`src/rtl/limber_gnrl_fifo_ctrl.sv`:
```
// limber_gnrl_fifo_ctrl: first-word-fall-through FIFO controller for an external dual-port RAM.
// Define LIMBER_GNRL_FIFO_CNT_EN to add the registered occupancy output cnt.
module limber_gnrl_fifo_ctrl #(
  parameter int DP = 4,
  parameter int DW = 8,
  parameter int AW = 2
) (
  input  logic          clk,
  input  logic          rst_n,
  input  logic          i_vld,
  output logic          i_rdy,
  input  logic [DW-1:0] i_dat,
  output logic          o_vld,
  input  logic          o_rdy,
  output logic [DW-1:0] o_dat,
  output logic [DW-1:0] ram_din,
  output logic [AW-1:0] ram_waddr,
  output logic [AW-1:0] ram_raddr,
  output logic          ram_cs,
  output logic          ram_we,
  input  logic [DW-1:0] ram_dout,
  output logic          full,
  output logic          empty
`ifdef LIMBER_GNRL_FIFO_CNT_EN
  ,
  output logic [AW:0]   cnt
`endif
);
  if (DP != (1 << AW)) begin : g_bad_dp
    $error("DP must equal 2**AW");
  end
  logic [AW:0] r_wptr, r_rptr;
  logic        w_push, w_pop;
  // extra MSB on each pointer tells full from empty when the low bits match
  assign empty     = r_wptr == r_rptr;
  assign full      = (r_wptr[AW-1:0] == r_rptr[AW-1:0]) && (r_wptr[AW] != r_rptr[AW]);
  assign i_rdy     = ~full;
  assign o_vld     = ~empty;
  assign w_push    = i_vld & ~full;
  assign w_pop     = o_rdy & ~empty;
  assign ram_we    = w_push;
  assign ram_cs    = w_push | ~empty;
  assign ram_din   = i_dat;
  assign ram_waddr = r_wptr[AW-1:0];
  assign ram_raddr = r_rptr[AW-1:0];
  assign o_dat     = ram_dout;
  always_ff @(posedge clk or negedge rst_n)
    if (!rst_n) begin
      r_wptr <= '0;
      r_rptr <= '0;
    end else begin
      if (w_push) r_wptr <= r_wptr + 1'b1;
      if (w_pop)  r_rptr <= r_rptr + 1'b1;
    end
`ifdef LIMBER_GNRL_FIFO_CNT_EN
  logic [AW:0] r_cnt;
  assign cnt = r_cnt;
  always_ff @(posedge clk or negedge rst_n)
    if (!rst_n) r_cnt <= '0;
    else        r_cnt <= r_cnt + (AW+1)'(w_push) - (AW+1)'(w_pop);
`endif
endmodule

```
`config.mk`:
```
export PLATFORM = sky130hd
export DESIGN_NAME = limber_gnrl_fifo_ctrl
export DESIGN_NICKNAME = d
export VERILOG_FILES = /design/src/rtl/limber_gnrl_fifo_ctrl.sv
export SDC_FILE = /design/constraint.sdc
export NUM_CORES = 1
export LEC_CHECK = 0
export ABC_AREA = 1
export CORE_MARGIN = 3
export CORE_UTILIZATION = 34
export DETAILED_ROUTE_END_ITERATION = 8
export HOLD_SLACK_MARGIN = 0.05
export PLACE_DENSITY = 0.84
export SYNTH_ARGS = -nofsm -noshare
export SYNTH_HDL_FRONTEND = slang
export SYNTH_SLANG_ARGS = --single-unit
```
`constraint.sdc`:
```
create_clock -name clk -period 3.65 [get_ports clk]
set_clock_uncertainty 0.2 [all_clocks]
set_input_delay 0.5475 -clock clk [delete_from_list [all_inputs] [get_ports clk]]
set_output_delay 0.5475 -clock clk [all_outputs]
set_load 0.03 [all_outputs]
```
==> results.sh <==
export IMPL_status="finished, final reports clean"
export IMPL_dp_hpwl_um=752.9
export IMPL_portBuffers=13
export IMPL_endpoint_kind="output pin"
export IMPL_cts_tree="done"
export IMPL_cp_start_kind="input port"
export IMPL_swShare_pct=51.94
export IMPL_core_region_area_um2=1524
export IMPL_synth_simple_area_share_pct=32.81
export IMPL_grt_pass1_wl_um=1400
export IMPL_die_w_um=46.61
export IMPL_gp_congestion=0.8009
export IMPL_hold_buffers=0
export IMPL_r2r_end="r_rptr[0]"
export IMPL_syn_area_um2=560.5
export IMPL_seq_area_frac_synth_pct=26.79
export IMPL_grt_busiest_layer="met2"
export IMPL_ios=46
export IMPL_grt_pass1_vias=357
export IMPL_netlist_top_cells_count="nand2_1 (22), buf_4 (20), inv_1 (8), dfrtp_1 (6), nand3_1 (6)"
export IMPL_antenna_found_initial=0
export IMPL_avgSynthCellArea_um2=7.575
export IMPL_power_internal_w=0.0002987
export IMPL_htreeDepth=1
export IMPL_vias=403
export IMPL_drt_iter0_drc=9
export IMPL_grt_met1_usage_pct=9.176
export IMPL_synthFlopType="dfrtp_1"
export IMPL_grt_usage_pct=9.873
export IMPL_cts_resized=0
export IMPL_rsz0062_at_grt="false"
export IMPL_worstHoldPathType="in2async"
export IMPL_row_count=14
export IMPL_synth_edf_count=0
export IMPL_grt_max_degree=7
export IMPL_grt_overflow_total=0
export IMPL_pwr_share_clk_pct=9.8
export IMPL_peakVddDrop_uv=374.6
export IMPL_synth_xor_area_share_pct=3.125
export IMPL_async_reset_ff_share_pct=100.0
export IMPL_synth_fp_nets=96
export IMPL_period_share_pct=73.18
export IMPL_cts_root_buf="clkbuf_4"
export IMPL_synth_top_area_cell="buf_4"
export IMPL_synth_top_area_share_pct=26.79
export IMPL_clkSinkCount=6
export IMPL_syn_to_final_growth_pct=4.018
export IMPL_max_freq_ghz=0.3744
export IMPL_drc=0
export IMPL_maxSlewHeadroom_pct=79.38
export IMPL_whs_ns=0.3405
export IMPL_pwr_share_comb_pct=66.9
export IMPL_tightest_slew_ns=0.3084
export IMPL_die_h_um=46.61
export IMPL_crit_type="in2out"
export IMPL_clock_latency_ns=0.24
export IMPL_routed_wl_um=904
export IMPL_start_util_pct=36.78
export IMPL_met2_usage_pct=15.93
export IMPL_num_nets_final=94
export IMPL_setup_tns_final_ns=0
export IMPL_wl_per_cell_um=10.51
export IMPL_power_density_nw_per_um2=1066
export IMPL_drive_above_1_share_pct=15.71
export IMPL_cts_setup_buffers=0
export IMPL_reg2reg_depth=6
export IMPL_yosysMostFrequentCell="nand2_1"
export IMPL_crit_fanout=5
export IMPL_ys_ff_latch=6
export IMPL_seq_power_share_pct=23.2
export IMPL_synthAdderAreaFrac_pct=4.464
export IMPL_avgViaCountPerCell=4.686
export IMPL_final_hold_violation_count=0
export IMPL_numCtsBuffers=3
export IMPL_switching_power_w=0.0003228
export IMPL_rr_startpoint="r_rptr[1]"
export IMPL_finalSetupViolCount=0
export IMPL_period_needed_ns=2.671
export IMPL_grtUsageMet3_pct=5.469
export IMPL_max_cap_viol_count=0
export IMPL_synth_area_leaders="buf_4 (27%), dfrtp_1 (27%), nand2_1 (15%)"
export IMPL_die_area_um2=2172
export IMPL_clk_pin_slew_ns=0.05
export IMPL_cts_path_max_buffers=2
export IMPL_synth_top_family_by_area="simple AND/OR/NAND/NOR gates"
export IMPL_slew_violations=0
export IMPL_num_antenna_cells=0
export IMPL_cp_arrival_ns=1.92
export IMPL_rrSetupSlack_ns=2.34
export IMPL_synth_warnings=0
export IMPL_yosys_mux_area_fraction_pct=0
export IMPL_syn_inst=74
export IMPL_synth_cell_types=11
export IMPL_detail_route_antenna_nets=0
export IMPL_synth_compound_area_share_pct=0
export IMPL_p_leak_nw=0.3139
export IMPL_drtPass1Iterations=4
export IMPL_required_ns=2.90
==> layout make-up <==
cell class,count,area (um2)
clock buffers,3,22.52
fillers,150,940.9
inverters,9,33.78
multi-input cells,39,226.5
flip-flops and latches,6,150.1
well taps,16,20.02
repair buffers,13,130.1
==> layer usage <==
metal	routed length, um	up-vias	part of all wire (%)
met1	348	190	38
li1	-	197	-
met5	0	-	0
met3	73	4	8.1
met2	471	12	52
met4	11	0	1.2
==> flip-flops by register name (all words and copies together) (netlist names) <==
name and count:
r_rptr 3, r_wptr 3
==> per-stage QoR <==
stage	setup slack [ns]	util (%)	power, W	area, um2	std cells
after floorplan	1.682	-	0.0004887	560.5	74
after global placement	0.9950	36.78	0.0005545	560.5	83
after detailed placement	0.9743	36.78	0.0005669	560.5	83
after CTS	0.9719	38.26	0.0006301	583.1	86
after global routing	0.9179	38.26	0.0006725	583.1	86
final	0.9790	38.26	0.0006216	583.1	86
==> cell usage in the layout (no fill, tap or decap), drive strengths merged <==
cell / n
clkbuf: 3
dfrtp: 6
clkdlybuf4s50: 13
ha: 2
nand3: 8
nand2: 27
inv: 9
xor2: 2
==> how the worst max path moves through the flow <==
stage,from,to,cells past startpoint
after detailed placement,i_vld,ram_cs,4
final,i_vld,ram_cs,4
after global placement,i_vld,ram_cs,4
after floorplan,r_wptr[1],ram_cs,6
after global routing,i_vld,ram_cs,4
after CTS,i_vld,ram_cs,4
==> cells by family after synthesis <==
kind of cell / after synthesis
AND/OR/NAND/NOR: 35
XOR/XNOR: 2
adder cells (fa/ha/maj): 2
flip-flops: 6
buffers and inverters: 29
==> worst max-delay path: stages <==
cell and delay, ns:
clkdlybuf4s50_1 0.57, nand2_4 0.09, nand2_1 0.06, clkdlybuf4s50_1 0.66
==> power groups by stage <==
stage,Clock (W),Sequential [W],Combinational [W]
6_report,0.0000611,0.000144,0.000416
2_1_floorplan,0,0.000133,0.000356
5_1_grt,0.0000667,0.000152,0.000454
3_3_place_gp,0,0.000142,0.000412
3_5_place_dp,0,0.000145,0.000422
4_1_cts,0.0000632,0.000144,0.000423
Note: power is estimated with default switching activity, not from simulation.
